`src/rtl/hci_shallow_prio_arbiter_if.sv`:
```
// Bundle for the shallow priority arbiter: initiator request/response side and memory side.
// Flat vectors; initiator signals are indexed i*NB_CHAN+c.
interface hci_shallow_prio_arbiter_if #(
   parameter int NB_IN   = 3,
   parameter int NB_CHAN = 4,
   parameter int AW      = 32,
   parameter int DW      = 32,
   parameter int IW      = 8,
   parameter int UW      = 1
);
   localparam int NR = NB_IN * NB_CHAN;

   logic [NR-1:0]          in_req_i;
   logic [NR-1:0]          in_gnt_o;
   logic [NR*AW-1:0]       in_add_i;
   logic [NR-1:0]          in_wen_i;
   logic [NR*DW/8-1:0]     in_be_i;
   logic [NR*DW-1:0]       in_data_i;
   logic [NR*IW-1:0]       in_id_i;
   logic [NR*UW-1:0]       in_user_i;
   logic [NR*DW-1:0]       in_r_data_o;
   logic [NR*IW-1:0]       in_r_id_o;
   logic [NR*UW-1:0]       in_r_user_o;
   logic [NR-1:0]          in_r_valid_o;

   logic [NB_CHAN-1:0]     out_req_o;
   logic [NB_CHAN*AW-1:0]  out_add_o;
   logic [NB_CHAN-1:0]     out_wen_o;
   logic [NB_CHAN*DW/8-1:0] out_be_o;
   logic [NB_CHAN*DW-1:0]  out_data_o;
   logic [NB_CHAN*IW-1:0]  out_id_o;
   logic [NB_CHAN*UW-1:0]  out_user_o;
   logic [NB_CHAN-1:0]     out_gnt_i;
   logic [NB_CHAN*DW-1:0]  out_r_data_i;
   logic [NB_CHAN*IW-1:0]  out_r_id_i;
   logic [NB_CHAN*UW-1:0]  out_r_user_i;

   modport master (
      output in_req_i, in_add_i, in_wen_i, in_be_i, in_data_i, in_id_i, in_user_i,
      input  in_gnt_o, in_r_data_o, in_r_id_o, in_r_user_o, in_r_valid_o,
      input  out_req_o, out_add_o, out_wen_o, out_be_o, out_data_o, out_id_o, out_user_o,
      output out_gnt_i, out_r_data_i, out_r_id_i, out_r_user_i
   );

   modport slave (
      input  in_req_i, in_add_i, in_wen_i, in_be_i, in_data_i, in_id_i, in_user_i,
      output in_gnt_o, in_r_data_o, in_r_id_o, in_r_user_o, in_r_valid_o,
      output out_req_o, out_add_o, out_wen_o, out_be_o, out_data_o, out_id_o, out_user_o,
      input  out_gnt_i, out_r_data_i, out_r_id_i, out_r_user_i
   );
endinterface

```
`src/rtl/hci_shallow_prio_arbiter.sv`:
```
// Per-channel rank arbiter at the SRAM boundary with response owner tracking.
// Define HCI_SHALLOW_PRIO_STALL_CTR_EN to build starvation counters and promotion.
module hci_shallow_prio_arbiter #(
   parameter int NB_IN   = 3,
   parameter int NB_CHAN = 4,
   parameter int AW      = 32,
   parameter int DW      = 32,
   parameter int IW      = 8,
   parameter int UW      = 1,
   parameter int CTR_W   = 8,
   parameter int RW      = $clog2(NB_IN)
) (
   input  logic                   clk_i,
   input  logic                   rst_i,
   input  logic                   clear_i,
   input  logic [NB_IN*RW-1:0]    prio_rank_i,
   input  logic [CTR_W-1:0]       max_stall_i,
   output logic [NB_CHAN*RW-1:0]  owner_o,
   hci_shallow_prio_arbiter_if.slave bus
);
   localparam int BW = DW / 8;
   localparam int NR = NB_IN * NB_CHAN;

   logic              w_hold;
   logic [RW-1:0]     w_win [NB_CHAN];
   logic [NB_CHAN-1:0] w_any;
   logic [NB_CHAN-1:0] w_fire;
   logic [NR-1:0]     w_promo;
   logic [RW-1:0]     r_owner [NB_CHAN];
   logic [NB_CHAN-1:0] r_rv;

   assign w_hold = rst_i | clear_i;

   // Promoted requesters beat everyone else; rank decides inside a class, lower index wins ties.
   always_comb begin
      logic          w_best_p;
      logic [RW-1:0] w_best_rank;
      logic [RW-1:0] w_rank;
      w_win       = '{default: '0};
      w_any       = '0;
      w_best_p    = 1'b0;
      w_best_rank = '0;
      w_rank      = '0;
      for (int c = 0; c < NB_CHAN; c++) begin
         w_best_p    = 1'b0;
         w_best_rank = '0;
         for (int r = 0; r < NB_IN; r++) begin
            w_rank = prio_rank_i[r*RW +: RW];
            if (bus.in_req_i[r*NB_CHAN+c]) begin
               if (!w_any[c] ||
                   (w_promo[r*NB_CHAN+c] && !w_best_p) ||
                   ((w_promo[r*NB_CHAN+c] == w_best_p) && (w_rank < w_best_rank))) begin
                  w_any[c]    = 1'b1;
                  w_best_p    = w_promo[r*NB_CHAN+c];
                  w_best_rank = w_rank;
                  w_win[c]    = RW'(r);
               end
            end
         end
      end
   end

   always_comb begin
      bus.in_gnt_o   = '0;
      bus.out_req_o  = '0;
      bus.out_add_o  = '0;
      bus.out_wen_o  = '0;
      bus.out_be_o   = '0;
      bus.out_data_o = '0;
      bus.out_id_o   = '0;
      bus.out_user_o = '0;
      w_fire         = '0;
      for (int c = 0; c < NB_CHAN; c++) begin
         bus.out_req_o[c] = w_any[c];
         w_fire[c]        = w_any[c] & bus.out_gnt_i[c];
         if (w_any[c]) begin
            bus.out_add_o[c*AW +: AW]  = bus.in_add_i[(int'(w_win[c])*NB_CHAN+c)*AW +: AW];
            bus.out_wen_o[c]           = bus.in_wen_i[int'(w_win[c])*NB_CHAN+c];
            bus.out_be_o[c*BW +: BW]   = bus.in_be_i[(int'(w_win[c])*NB_CHAN+c)*BW +: BW];
            bus.out_data_o[c*DW +: DW] = bus.in_data_i[(int'(w_win[c])*NB_CHAN+c)*DW +: DW];
            bus.out_id_o[c*IW +: IW]   = bus.in_id_i[(int'(w_win[c])*NB_CHAN+c)*IW +: IW];
            bus.out_user_o[c*UW +: UW] = bus.in_user_i[(int'(w_win[c])*NB_CHAN+c)*UW +: UW];
            bus.in_gnt_o[int'(w_win[c])*NB_CHAN+c] = bus.out_gnt_i[c] & ~w_hold;
         end
      end
   end

`ifdef HCI_SHALLOW_PRIO_STALL_CTR_EN
   logic [CTR_W-1:0] r_stall [NR];

   always_ff @(posedge clk_i) begin
      for (int r = 0; r < NB_IN; r++) begin
         for (int c = 0; c < NB_CHAN; c++) begin
            if (w_hold) begin
               r_stall[r*NB_CHAN+c] <= '0;
            end else if (bus.in_req_i[r*NB_CHAN+c] && (w_win[c] != RW'(r))) begin
               if (r_stall[r*NB_CHAN+c] != {CTR_W{1'b1}})
                  r_stall[r*NB_CHAN+c] <= r_stall[r*NB_CHAN+c] + 1'b1;
            end else begin
               r_stall[r*NB_CHAN+c] <= '0;
            end
         end
      end
   end

   always_comb begin
      w_promo = '0;
      for (int k = 0; k < NR; k++)
         w_promo[k] = (max_stall_i != '0) && (r_stall[k] >= max_stall_i);
   end
`else
   logic w_unused_stall;
   assign w_unused_stall = ^max_stall_i;
   assign w_promo        = '0;
`endif

   always_ff @(posedge clk_i) begin
      if (w_hold) begin
         r_rv    <= '0;
         r_owner <= '{default: '0};
      end else begin
         r_rv <= w_fire;
         for (int c = 0; c < NB_CHAN; c++)
            if (w_fire[c]) r_owner[c] <= w_win[c];
      end
   end

   // Outputs are masked while held so a reset right after a grant kills its response valid.
   always_comb begin
      bus.in_r_valid_o = '0;
      bus.in_r_data_o  = '0;
      bus.in_r_id_o    = '0;
      bus.in_r_user_o  = '0;
      owner_o          = '0;
      for (int c = 0; c < NB_CHAN; c++) begin
         owner_o[c*RW +: RW] = w_hold ? '0 : r_owner[c];
         for (int r = 0; r < NB_IN; r++) begin
            bus.in_r_valid_o[r*NB_CHAN+c] = r_rv[c] & ~w_hold & (r_owner[c] == RW'(r));
            bus.in_r_data_o[(r*NB_CHAN+c)*DW +: DW] = bus.out_r_data_i[c*DW +: DW];
            bus.in_r_id_o[(r*NB_CHAN+c)*IW +: IW]   = bus.out_r_id_i[c*IW +: IW];
            bus.in_r_user_o[(r*NB_CHAN+c)*UW +: UW] = bus.out_r_user_i[c*UW +: UW];
         end
      end
   end
endmodule

```
`src/flat_wrapper.sv`:
```
// flat-port wrapper written by rule: the top's interface ports become plain ports
module hci_shallow_prio_arbiter_flat 
#(
   parameter int NB_IN   = 3,
   parameter int NB_CHAN = 4,
   parameter int AW      = 32,
   parameter int DW      = 32,
   parameter int IW      = 8,
   parameter int UW      = 1,
   parameter int CTR_W   = 8,
   parameter int RW      = $clog2(NB_IN)
)
  (clk_i, rst_i, clear_i, prio_rank_i, max_stall_i, owner_o, bus_in_req_i, bus_in_add_i, bus_in_wen_i, bus_in_be_i, bus_in_data_i, bus_in_id_i, bus_in_user_i, bus_in_gnt_o, bus_in_r_data_o, bus_in_r_id_o, bus_in_r_user_o, bus_in_r_valid_o, bus_out_req_o, bus_out_add_o, bus_out_wen_o, bus_out_be_o, bus_out_data_o, bus_out_id_o, bus_out_user_o, bus_out_gnt_i, bus_out_r_data_i, bus_out_r_id_i, bus_out_r_user_i);
  hci_shallow_prio_arbiter_if #(.NB_IN(NB_IN), .NB_CHAN(NB_CHAN), .AW(AW), .DW(DW), .IW(IW), .UW(UW)) bus_i ();
  input  logic clk_i;
  input  logic rst_i;
  input  logic clear_i;
  input  logic [NB_IN*RW-1:0] prio_rank_i;
  input  logic [CTR_W-1:0] max_stall_i;
  output logic [NB_CHAN*RW-1:0] owner_o;
  input wire logic [$bits(bus_i.in_req_i)-1:0] bus_in_req_i;
  input wire logic [$bits(bus_i.in_add_i)-1:0] bus_in_add_i;
  input wire logic [$bits(bus_i.in_wen_i)-1:0] bus_in_wen_i;
  input wire logic [$bits(bus_i.in_be_i)-1:0] bus_in_be_i;
  input wire logic [$bits(bus_i.in_data_i)-1:0] bus_in_data_i;
  input wire logic [$bits(bus_i.in_id_i)-1:0] bus_in_id_i;
  input wire logic [$bits(bus_i.in_user_i)-1:0] bus_in_user_i;
  output wire logic [$bits(bus_i.in_gnt_o)-1:0] bus_in_gnt_o;
  output wire logic [$bits(bus_i.in_r_data_o)-1:0] bus_in_r_data_o;
  output wire logic [$bits(bus_i.in_r_id_o)-1:0] bus_in_r_id_o;
  output wire logic [$bits(bus_i.in_r_user_o)-1:0] bus_in_r_user_o;
  output wire logic [$bits(bus_i.in_r_valid_o)-1:0] bus_in_r_valid_o;
  output wire logic [$bits(bus_i.out_req_o)-1:0] bus_out_req_o;
  output wire logic [$bits(bus_i.out_add_o)-1:0] bus_out_add_o;
  output wire logic [$bits(bus_i.out_wen_o)-1:0] bus_out_wen_o;
  output wire logic [$bits(bus_i.out_be_o)-1:0] bus_out_be_o;
  output wire logic [$bits(bus_i.out_data_o)-1:0] bus_out_data_o;
  output wire logic [$bits(bus_i.out_id_o)-1:0] bus_out_id_o;
  output wire logic [$bits(bus_i.out_user_o)-1:0] bus_out_user_o;
  input wire logic [$bits(bus_i.out_gnt_i)-1:0] bus_out_gnt_i;
  input wire logic [$bits(bus_i.out_r_data_i)-1:0] bus_out_r_data_i;
  input wire logic [$bits(bus_i.out_r_id_i)-1:0] bus_out_r_id_i;
  input wire logic [$bits(bus_i.out_r_user_i)-1:0] bus_out_r_user_i;
  assign bus_i.in_req_i = bus_in_req_i;
  assign bus_i.in_add_i = bus_in_add_i;
  assign bus_i.in_wen_i = bus_in_wen_i;
  assign bus_i.in_be_i = bus_in_be_i;
  assign bus_i.in_data_i = bus_in_data_i;
  assign bus_i.in_id_i = bus_in_id_i;
  assign bus_i.in_user_i = bus_in_user_i;
  assign bus_in_gnt_o = bus_i.in_gnt_o;
  assign bus_in_r_data_o = bus_i.in_r_data_o;
  assign bus_in_r_id_o = bus_i.in_r_id_o;
  assign bus_in_r_user_o = bus_i.in_r_user_o;
  assign bus_in_r_valid_o = bus_i.in_r_valid_o;
  assign bus_out_req_o = bus_i.out_req_o;
  assign bus_out_add_o = bus_i.out_add_o;
  assign bus_out_wen_o = bus_i.out_wen_o;
  assign bus_out_be_o = bus_i.out_be_o;
  assign bus_out_data_o = bus_i.out_data_o;
  assign bus_out_id_o = bus_i.out_id_o;
  assign bus_out_user_o = bus_i.out_user_o;
  assign bus_i.out_gnt_i = bus_out_gnt_i;
  assign bus_i.out_r_data_i = bus_out_r_data_i;
  assign bus_i.out_r_id_i = bus_out_r_id_i;
  assign bus_i.out_r_user_i = bus_out_r_user_i;
  hci_shallow_prio_arbiter #(.NB_IN(NB_IN), .NB_CHAN(NB_CHAN), .AW(AW), .DW(DW), .IW(IW), .UW(UW), .CTR_W(CTR_W), .RW(RW)) u_core (.clk_i(clk_i), .rst_i(rst_i), .clear_i(clear_i), .prio_rank_i(prio_rank_i), .max_stall_i(max_stall_i), .owner_o(owner_o), .bus(bus_i));
endmodule
```
`config.mk`:
```
export PLATFORM = sky130hd
export DESIGN_NAME = hci_shallow_prio_arbiter_flat
export DESIGN_NICKNAME = d
export VERILOG_FILES = /design/src/rtl/hci_shallow_prio_arbiter_if.sv /design/src/rtl/hci_shallow_prio_arbiter.sv /design/src/flat_wrapper.sv
export SDC_FILE = /design/constraint.sdc
export NUM_CORES = 1
export LEC_CHECK = 0
export CAP_MARGIN = 30
export CORE_AREA = 2 2 759 761
export DETAILED_ROUTE_END_ITERATION = 7
export DIE_AREA = 0 0 761 763
export GPL_ROUTABILITY_DRIVEN = 1
export PLACE_DENSITY_LB_ADDON = 0.3
export SLEW_MARGIN = 25
export SYNTH_ARGS = -nofsm -noshare
export SYNTH_HDL_FRONTEND = slang
export SYNTH_SLANG_ARGS = --single-unit
```
`constraint.sdc`:
```
create_clock -name clk_i -period 5.7 [get_ports clk_i]
set_input_delay 0.57 -clock clk_i [delete_from_list [all_inputs] [get_ports clk_i]]
set_output_delay 0.57 -clock clk_i [all_outputs]
set_load 0.02 [all_outputs]
```
==> impl_metrics.py, run 1 <==
metrics = {
    "run_status": {
        "status": "completed",
    },
    "clock_network": {
        "clk_path_buf_depth": 2,
        "tritoncts": "done",
        "clkSlewWorstSetupHoldPaths_ps": 100,
        "cts_num_sinks": 12,
        "post_cts_buffers": 0,
        "cts_buffers": 3,
        "cts.repair.resized": 0,
        "worstSkewPairLatency_ps": 330,
        "hold_fix_buffer_count_after_cts": 0,
        "ctsHtreeMaxLevel": 1,
        "clock-root-buffer": "sky130_fd_sc_hd__clkbuf_16",
    },
    "global_routing": {
        "grt_pass1_wl_mm": 353,
        "globalRouteTotalUtil_pct": 10.2,
        "antenna_found_initial": 64,
        "grt_overflow_total": 0,
        "pin_count_of_the_biggest_net_entering_global_routing": 81,
        "first_global_vias": 19300,
    },
    "synthesis": {
        "synthesis.nets": 2905,
        "synth_xor_xnor_area_share_pct": 0,
        "synth_edf_count": 0,
        "synth-seq-area-share_pct": 1.90,
        "synth_top_area_share_pct": 29.3,
        "post-synth-top-count-cell": "sky130_fd_sc_hd__buf_4",
        "synth-simple-area-share_pct": 15.8,
        "yosys_register_bits": 12,
        "synth_area_per_cell_um2": 7.17,
        "synthesis.yosys.warnings": 0,
        "fraction_of_the_mapped_netlist_area_in_adder_cells_pct": 0.792,
        "compound_gate_fraction_of_synth_area_pct": 20.8,
        "synthTopCellsByCount": "sky130_fd_sc_hd__buf_4, sky130_fd_sc_hd__mux2i_1, sky130_fd_sc_hd__nand3_1, sky130_fd_sc_hd__o31ai_1, sky130_fd_sc_hd__clkbuf_1",
        "synth_cell_type_count": 30,
        "post_synth_main_area_contributors": "sky130_fd_sc_hd__buf_4, sky130_fd_sc_hd__mux2i_1, sky130_fd_sc_hd__o31ai_1, sky130_fd_sc_hd__nand3_1, sky130_fd_sc_hd__buf_2",
        "yosys.area.top_type": "sky130_fd_sc_hd__buf_4",
        "async_reset_ff_share_pct": 0,
        "syn_area_mm2": 0.0126,
        "synth_flop_cell": "sky130_fd_sc_hd__dfxtp_1",
        "yosys-mux-area-fraction_pct": 24.7,
        "netlist_instances": 1764,
        "synth_top_family_by_area": "buffers and inverters",
    },
    "sta": {
        "timing.slew.headroom_pct": 34.6,
        "maxClockFrequency_mhz": 187,
        "worst_slew_pin_slew_ps": 973,
        "rsz0062_at_grt": "false",
        "finalSetupTns_ps": 0,
        "final-setup-viol-count": 0,
        "hold_viol": 0,
        "worst_hold_slack_ps": 543,
        "final.period_utilization_pct": 93.7,
        "timing.final.max_slew_violations": 0,
        "finalWorstPathRequiredPeriod_ps": 5340,
        "fin_worst_skew_ps": 0,
    },
    "setup_path": {
        "timing.critical_path.to_type": "output port",
        "critical_path_arrival_ps": 4770,
        "timing.critical_path.slowest_cell_delay_ps": 750,
        "setup_crit_path_kind": "in2out",
        "cp_top_family": "buffers and inverters",
        "crit_path_start_kind": "input port",
        "timing.critical_path.buf_inv": 5,
        "rr_endpoint": "u_core.r_owner[2]",
        "rr_worst_depth": 2,
        "critical-path-slowest-cell": "sky130_fd_sc_hd__clkdlybuf4s50_1",
        "wp_data_required_ps": 5130,
        "worst-path-max-fanout": 16,
        "reg2reg_from": "u_core.r_owner[2]",
        "path_cells": "clkdlybuf4s50_1, nand2_1, ha_1, nand2_1, o211ai_4, a31oi_1, ha_1, nand2_1, a211oi_2, o22ai_4, buf_12, and2_4, buf_4, o31ai_1, buf_4, buf_4",
        "setup.reg_to_reg.worst_slack_ps": 4760,
    },
    "floorplanning": {
        "die_width_um": 761,
        "top_level_ports": 1973,
        "floorplan.die.height_um": 763,
        "num_rows": 278,
        "floorplan.die_area_mm2": 0.581,
        "area_of_the_core_mm2": 0.572,
        "initial_utilization_pct": 2.21,
    },
    "finish": {
        "nets": 3904,
        "layout-area-overhead-vs-synth_pct": 184,
        "drive_gt1_share_pct": 24.8,
        "final_area_mm2": 0.0359,
    },
    "drt": {
        "drcViolationCount": 0,
        "antenna_violating_nets_post_route": 0,
        "vias": 18600,
        "drtPass1Iterations": 5,
        "first_iter_violations": 968,
        "post_drt_wl_per_cell_um": 30.2,
        "drt-total-wl_mm": 312,
        "route.detailed.vias_per_inst": 1.80,
    },
    "power_and_ir_drop": {
        "max-vdd-ir-drop_v": 0.000124,
        "p_leak_nw": 12.0,
        "design_power_total_mw": 5.79,
        "p_per_area_mw_per_mm2": 161,
    },
    "place": {
        "routabilityCongestion": 0.811,
        "port_buffers": 1308,
        "post-dp-hpwl_mm": 295,
        "post_dp_cell_area_mm2": 0.0358,
    },
    "hold_path": {
        "worstHoldEndpoint": "u_core.r_owner[0]",
        "hp-start": "u_core.r_owner[0]",
        "worstHoldPathType": "reg2reg",
        "worstHoldPathCells": 2,
    },
    "run": {
        "max_cap_violations": 0,
    },
}
==> report_power, final <==
| group | switching, mW | internal [mW] |
|---|---|---|
| Combinational | 3.04 | 2.43 |
| Sequential | 0.00188 | 0.0865 |
| Clock | 0.143 | 0.0959 |
==> layout by cell type, fill, tap and decap left out, types with 9 or more instances in the layout <==
| master | n |
|---|---|
| sky130_fd_sc_hd__clkdlybuf4s50_1 | 1010 |
| sky130_fd_sc_hd__buf_4 | 412 |
| sky130_fd_sc_hd__nand3_1 | 312 |
| sky130_fd_sc_hd__o31ai_1 | 312 |
| sky130_fd_sc_hd__mux2i_1 | 311 |
| sky130_fd_sc_hd__buf_12 | 241 |
| sky130_fd_sc_hd__nand2_1 | 36 |
| sky130_fd_sc_hd__inv_1 | 17 |
| sky130_fd_sc_hd__dfxtp_1 | 12 |
| sky130_fd_sc_hd__diode_2 | 9 |
==> logic make-up (layout without fill, tap and decap cells) <==
group | Yosys count | after routing
AND/OR/NAND/NOR | 397 | 397
AO/OA/AOI/OAI | 348 | 348
flip-flops | 12 | 12
adder cells (fa/ha/maj) | 8 | 8
buffers and inverters | 687 | 1684
multiplexers | 312 | 312
other | 0 | 9
==> routing by layer <==
layer  share of wire, %  vias to the layer above  global-route usage, %
li1                   -                     8002                      -
met3                 27                      303                   12.6
met4                3.4                       30                   2.92
met2                 41                     1882                   15.0
met5               0.23                        -                  0.688
met1                 29                     8418                   8.53
==> layout make-up <==
type	count	area, um^2
clock buffer	3	75.1
antenna	9	22.5
inverter	17	63.8
sequential	12	240
tap	7560	9460
timing repair buffer	1664	18000
fill	67400	536000
multi-input combinational	1065	7980
==> worst reg2reg max path, stage by stage (launching register included) <==
cell	delay, ps
sky130_fd_sc_hd__dfxtp_1	410
sky130_fd_sc_hd__nand2_1	230
sky130_fd_sc_hd__o32ai_1	210
==> metrics by stage <==
| stage | setup WS (ps) | util (%) | std cells |
|---|---|---|---|
| global route | 120 | 6.27 | 10300 |
| floorplan | 1460 | - | 1764 |
| detailed placement | 301 | 6.25 | 10300 |
| finish | 357 | 6.27 | 10300 |
| CTS | 274 | 6.27 | 10300 |
| global placement | 277 | 6.25 | 10300 |
==> state kept, by name, summed over array words and instances (netlist names) <==
| register | flops |
|---|---|
| u_core.r_owner | 8 |
| u_core.r_rv | 4 |
==> worst max path at each step <==
| stage | from | to | slack [ps] | cells past startpoint |
|---|---|---|---|---|
| floorplan | prio_rank_i[1] | bus_out_add_o[35] | 1460 | 16 |
| global placement | bus_in_req_i[2] | bus_out_data_o[93] | 280 | 16 |
| detailed placement | bus_in_req_i[2] | bus_out_data_o[93] | 300 | 16 |
| CTS | bus_in_req_i[2] | bus_out_data_o[93] | 270 | 16 |
| global route | bus_in_req_i[2] | bus_out_add_o[95] | 120 | 17 |
| finish | bus_in_req_i[2] | bus_out_data_o[93] | 360 | 16 |
Power figures use the tool's default switching activity.
==> run 2: changes to the inputs <==
Settings changed: CAP_MARGIN 30 to 5.
==> run 2 against run 1 <==
Compared with the run above: core utilization is essentially flat; critical path depth is the same; wire length about the same; clock skew is the same; power decreased by 0.36%; final cell count about the same; non-clock buffer count decreased by 1; highest routed layer unchanged; count of clock-buffer cells in the layout did not move; combinational power hardly changed.
==> impl_metrics.py, run 2 (synthesis gave the netlist of run 1 again) <==
metrics = {
    "setup_path": {
        "critical_path_arrival_ps": 4790,
        "timing.critical_path.to_type": "output port",
        "worst-path-max-fanout": 16,
        "crit_path_start_kind": "input port",
        "setup.reg_to_reg.worst_slack_ps": 4750,
        "rr_endpoint": "u_core.r_owner[2]",
        "reg2reg_from": "u_core.r_owner[2]",
        "wp_data_required_ps": 5130,
        "setup_crit_path_kind": "in2out",
        "rr_worst_depth": 2,
    },
    "finish": {
        "leading_registers_by_flop_count": "u_core.r_owner x8, u_core.r_rv x4",
        "final_area_mm2": 0.0359,
        "max_reg_flops": 8,
        "drive_gt1_share_pct": 24.8,
        "largest-register": "u_core.r_owner",
        "layout-area-overhead-vs-synth_pct": 184,
        "multiInputGateArea_mm2": 0.00798,
        "layout.filler_cells": 67400,
        "fin_cells": 10300,
        "layout.cells.most_common_list": "sky130_fd_sc_hd__clkdlybuf4s50_1, sky130_fd_sc_hd__buf_4, sky130_fd_sc_hd__nand3_1, sky130_fd_sc_hd__o31ai_1, sky130_fd_sc_hd__mux2i_1",
        "mostFrequentLayoutCell": "sky130_fd_sc_hd__clkdlybuf4s50_1",
        "regArea_um2": 240,
        "nets": 3903,
    },
    "drt": {
        "route.top_layer_used": "met5",
        "antenna_violating_nets_post_route": 0,
        "vias": 18600,
        "drtPass1Iterations": 5,
        "drcViolationCount": 0,
        "first_iter_violations": 979,
        "met2RoutedLength_mm": 127,
        "dr_wl_met3_mm": 85.1,
        "post_drt_wl_per_cell_um": 30.2,
        "wirelength_met1_mm": 87.9,
        "drt-total-wl_mm": 312,
        "route.detailed.vias_per_inst": 1.80,
    },
    "global_routing": {
        "globalRouteTotalUtil_pct": 10.3,
        "grt_pass1_wl_mm": 354,
        "grt_overflow_total": 0,
        "antenna_found_initial": 67,
        "pin_count_of_the_biggest_net_entering_global_routing": 81,
        "first_global_vias": 19400,
    },
    "place": {
        "routabilityCongestion": 0.811,
        "port_buffers": 1308,
        "post_dp_cell_area_mm2": 0.0358,
        "post-dp-hpwl_mm": 295,
        "post_placement_worst_setup_slack_ps": 302,
        "placed_cells_incl_taps": 10300,
    },
    "power_and_ir_drop": {
        "p_leak_nw": 12.0,
        "p_per_area_mw_per_mm2": 161,
        "max-vdd-ir-drop_v": 0.000116,
    },
    "sta": {
        "worst_hold_slack_ps": 537,
        "timing.final.max_slew_violations": 0,
        "final-setup-viol-count": 0,
        "rsz0062_at_grt": "false",
        "final.period_utilization_pct": 93.9,
        "fin_worst_skew_ps": 0,
        "timing.slew.headroom_pct": 33.0,
        "maxClockFrequency_mhz": 187,
        "final.setup.worst_slack_ps": 345,
        "finalWorstPathRequiredPeriod_ps": 5360,
        "worst_slew_pin_slew_ps": 996,
        "hold_viol": 0,
        "finalSetupTns_ps": 0,
    },
    "clock_network": {
        "cts_num_sinks": 12,
        "clkSlewWorstSetupHoldPaths_ps": 100,
        "worstSkewPairLatency_ps": 330,
        "ctsHtreeMaxLevel": 1,
        "cts.repair.resized": 0,
        "cts_buffers": 3,
        "post_cts_buffers": 0,
        "clock-root-buffer": "sky130_fd_sc_hd__clkbuf_16",
        "tritoncts": "done",
        "hold_fix_buffer_count_after_cts": 0,
        "clk_path_buf_depth": 2,
    },
    "hold_path": {
        "hp-start": "u_core.r_owner[4]",
        "worstHoldPathCells": 2,
        "worstHoldEndpoint": "u_core.r_owner[4]",
        "worstHoldPathType": "reg2reg",
    },
    "floorplanning": {
        "die_width_um": 761,
        "top_level_ports": 1973,
        "num_rows": 278,
        "floorplan.die.height_um": 763,
        "initial_utilization_pct": 2.21,
        "area_of_the_core_mm2": 0.572,
        "floorplan.die_area_mm2": 0.581,
    },
    "run": {
        "max_cap_violations": 0,
    },
    "run_status": {
        "status": "completed",
    },
}
[run 2: worst max path at each step]
stage	startpoint	depth (start not counted)	slack, ps	to
global route	bus_in_req_i[2]	17	170	bus_out_add_o[95]
finish	bus_in_req_i[2]	16	340	bus_out_data_o[93]
CTS	bus_in_req_i[2]	16	300	bus_out_data_o[93]
floorplan	prio_rank_i[1]	16	1460	bus_out_add_o[35]
global placement	bus_in_req_i[2]	16	280	bus_out_data_o[93]
detailed placement	bus_in_req_i[2]	16	300	bus_out_data_o[93]
[run 2: metal layers]
layer  vias up  track usage [%]
li1       8001                -
met1      8414             8.38
met2      1867             15.0
met3       293             12.9
met4        32             2.89
met5         -             1.04
[run 2: power breakdown]
part	leakage (nW)	switching [mW]	total [mW]	internal [mW]
Sequential	0.0975	0.00185	0.0884	0.0865
Combinational	11.9	3.02	5.45	2.43
Clock	0.0371	0.139	0.235	0.0958
Total	12.0	3.16	5.77	2.61
[run 2: stage by stage]
stage / power (mW) / utilization [%]
global route: 6.26 / 6.27
detailed placement: 5.80 / 6.25
floorplan: 1.91 / -
finish: 5.77 / 6.27
global placement: 5.82 / 6.25
CTS: 6.09 / 6.27
[run 2: area by class of cell]
cell class	instances	area share, %
antenna	17	0.119
multi-input combinational	1065	22.2
inverter	17	0.178
tap	7560	26.4
sequential	12	0.669
timing repair buffer	1663	50.2
clock buffer	3	0.209
[run 2: critical path: stages]
cell	delay, ps
sky130_fd_sc_hd__clkdlybuf4s50_1	740
sky130_fd_sc_hd__nand2_1	100
sky130_fd_sc_hd__ha_1	320
sky130_fd_sc_hd__nand2_1	90
sky130_fd_sc_hd__o211ai_4	220
sky130_fd_sc_hd__a31oi_1	110
sky130_fd_sc_hd__ha_1	310
sky130_fd_sc_hd__nand2_1	60
sky130_fd_sc_hd__a211oi_2	300
sky130_fd_sc_hd__o22ai_4	140
sky130_fd_sc_hd__buf_12	160
sky130_fd_sc_hd__and2_4	250
sky130_fd_sc_hd__buf_4	270
sky130_fd_sc_hd__o31ai_1	660
sky130_fd_sc_hd__buf_4	240
sky130_fd_sc_hd__buf_4	170
==> run 3: changes to the inputs <==
Settings changed: CAP_MARGIN 5 to default, PLACE_DENSITY_LB_ADDON 0.3 to 0.25.
==> run 3 against run 2 <==
Compared with the run above: non-clock buffer count down 146; combinational power fell by 4.4%; count of clock-buffer cells in the layout did not move; first-iteration DRC count shrank 4.4%; global-route usage fell by 0.57 points; sequential share of layout area about the same; worst hold slack improved by 26 ps; final cell count fell by 1.4%; critical path depth shrank 1; via count down 3.0%; critical path type unchanged; critical endpoint is now bus_out_add_o[50].
==> impl_metrics.py, run 3 (synthesis gave the netlist of run 1 again) <==
metrics = {
    "run_status": {
        "status": "completed",
    },
    "sta": {
        "finalSetupTns_ps": 0,
        "hold_viol": 0,
        "maxClockFrequency_mhz": 182,
        "timing.final.max_slew_violations": 0,
        "final-setup-viol-count": 0,
        "rsz0062_at_grt": "false",
        "fin_worst_skew_ps": 0,
        "final.period_utilization_pct": 96.5,
        "timing.slew.headroom_pct": 26.2,
        "finalWorstPathRequiredPeriod_ps": 5500,
        "worst_slew_pin_slew_ps": 1100,
    },
    "setup_path": {
        "crit_path_start_kind": "input port",
        "rr_worst_depth": 2,
        "cp_top_family": "compound AO/OA/AOI/OAI gates",
        "path_cells": "clkdlybuf4s50_1, nand2_1, ha_1, nand2_1, o211ai_4, a31oi_1, ha_1, nand2_1, a211oi_1, o22ai_4, and2_4, buf_4, o31ai_1, buf_4, buf_4",
        "timing.critical_path.to_type": "output port",
        "reg2reg_from": "u_core.r_owner[1]",
        "timing.critical_path.buf_inv": 4,
        "rr_endpoint": "u_core.r_owner[1]",
        "setup.reg_to_reg.worst_slack_ps": 4240,
        "wp_data_required_ps": 5130,
        "timing.critical_path.slowest_cell_delay_ps": 940,
        "critical_path_arrival_ps": 4930,
        "critical-path-slowest-cell": "sky130_fd_sc_hd__o31ai_1",
        "setup_crit_path_kind": "in2out",
        "worst-path-max-fanout": 22,
    },
    "finish": {
        "final_area_mm2": 0.0350,
        "max_reg_flops": 8,
        "drive_gt1_share_pct": 21.0,
        "fin_cells": 10200,
        "layout.cells.most_common_list": "sky130_fd_sc_hd__clkdlybuf4s50_1, sky130_fd_sc_hd__nand3_1, sky130_fd_sc_hd__o31ai_1, sky130_fd_sc_hd__mux2i_1, sky130_fd_sc_hd__buf_4",
        "layout.filler_cells": 67500,
        "nets": 3757,
        "mostFrequentLayoutCell": "sky130_fd_sc_hd__clkdlybuf4s50_1",
        "layout-area-overhead-vs-synth_pct": 177,
        "largest-register": "u_core.r_owner",
        "leading_registers_by_flop_count": "u_core.r_owner x8, u_core.r_rv x4",
    },
    "clock_network": {
        "hold_fix_buffer_count_after_cts": 0,
        "clk_path_buf_depth": 2,
        "ctsHtreeMaxLevel": 1,
        "cts.repair.resized": 0,
        "post_cts_buffers": 0,
        "cts_num_sinks": 12,
        "worstSkewPairLatency_ps": 390,
        "clock-root-buffer": "sky130_fd_sc_hd__clkbuf_16",
        "clkSlewWorstSetupHoldPaths_ps": 160,
        "cts_buffers": 3,
        "tritoncts": "done",
    },
    "drt": {
        "vias": 18000,
        "drt-total-wl_mm": 295,
        "post_drt_wl_per_cell_um": 29.0,
        "route.detailed.vias_per_inst": 1.77,
        "first_iter_violations": 936,
        "drtPass1Iterations": 5,
        "antenna_violating_nets_post_route": 0,
        "drcViolationCount": 0,
    },
    "hold_path": {
        "worstHoldPathCells": 2,
        "hp-start": "u_core.r_owner[6]",
        "worstHoldEndpoint": "u_core.r_owner[6]",
        "worstHoldPathType": "reg2reg",
    },
    "power_and_ir_drop": {
        "pwr-share-clk_pct": 5.2,
        "power.sequential.fraction_pct": 1.6,
        "max-vdd-ir-drop_v": 0.000134,
        "cell_internal_pwr_mw": 2.45,
        "design_power_total_mw": 5.59,
        "combinationalPowerShare_pct": 93.2,
        "p_switching_mw": 3.14,
        "p_per_area_mw_per_mm2": 160,
        "p_leak_nw": 11.3,
        "power.switching_fraction_pct": 56.2,
    },
    "place": {
        "post_dp_cell_area_mm2": 0.0348,
        "routabilityCongestion": 0.790,
        "placed_cells_incl_taps": 10200,
        "port_buffers": 1308,
        "post-dp-hpwl_mm": 277,
    },
    "global_routing": {
        "pin_count_of_the_biggest_net_entering_global_routing": 83,
        "first_global_vias": 19000,
        "globalRouteTotalUtil_pct": 9.69,
        "grt_pass1_wl_mm": 337,
        "antenna_found_initial": 58,
        "grt_overflow_total": 0,
    },
    "floorplanning": {
        "floorplan.die_area_mm2": 0.581,
        "top_level_ports": 1973,
        "die_width_um": 761,
        "initial_utilization_pct": 2.21,
        "num_rows": 278,
        "floorplan.die.height_um": 763,
        "area_of_the_core_mm2": 0.572,
    },
    "run": {
        "max_cap_violations": 0,
    },
}
run 3: cell types whose count changed in the layout (fill, tap and decap cells not counted), sizes merged:
cell           before   now
buf               653   510
clkdlybuf4s50    1010  1007
diode              17    18
run 3: tightest hold or removal path, stage by stage (launching register included):
cell,delay (ps)
sky130_fd_sc_hd__dfxtp_1,380
sky130_fd_sc_hd__nand2_1,90
sky130_fd_sc_hd__o32ai_1,70
run 3: how the worst max path moves through the flow:
| stage | cells after the start | startpoint | slack (ps) | to |
|---|---|---|---|---|
| after floorplan | 16 | prio_rank_i[1] | 1460 | bus_out_add_o[35] |
| after global placement | 15 | bus_in_req_i[1] | 250 | bus_out_add_o[54] |
| after detailed placement | 15 | bus_in_req_i[1] | 280 | bus_out_add_o[54] |
| after CTS | 15 | bus_in_req_i[1] | 270 | bus_out_add_o[54] |
| after global routing | 16 | bus_in_req_i[3] | 100 | bus_out_add_o[114] |
| final | 15 | bus_in_req_i[1] | 200 | bus_out_add_o[50] |
run 3: power groups by stage:
stage                     registers (mW)  clock network [mW]  logic (mW)
after CTS                         0.0913               0.339        5.47
after global routing              0.0912               0.322        5.63
after detailed placement          0.0930                   0        5.45
after floorplan                   0.0896                   0        1.82
final                             0.0913               0.290        5.21
after global placement            0.0930                   0        5.47
run 3: layout make-up:
class	instances	area (um^2)	area share (%)
flip-flops and latches	12	240	0.687
multi-input cells	1065	8020	22.9
repair buffers	1517	17100	48.8
clock buffers	3	75.1	0.215
well taps	7560	9460	27.1
inverters	17	63.8	0.182
diodes	18	45.0	0.129
run 3: layer usage:
metal / track usage, % / vias to the layer above / routed length (um)
met5: 0.639 / - / 623
met4: 3.44 / 20 / 12400
met3: 12.0 / 279 / 79200
met2: 14.4 / 1786 / 123000
met1: 7.59 / 8255 / 80200
li1: - / 7704 / -
run 3: metrics by stage:
| step | hold WS, ps | worst slack (ps) | utilization (%) |
|---|---|---|---|
| after detailed placement | 538 | 275 | 6.09 |
| after global routing | 599 | 95.1 | 6.11 |
| final | 563 | 199 | 6.11 |
| after floorplan | 484 | 1460 | - |
| after CTS | 560 | 273 | 6.10 |
| after global placement | 536 | 245 | 6.09 |
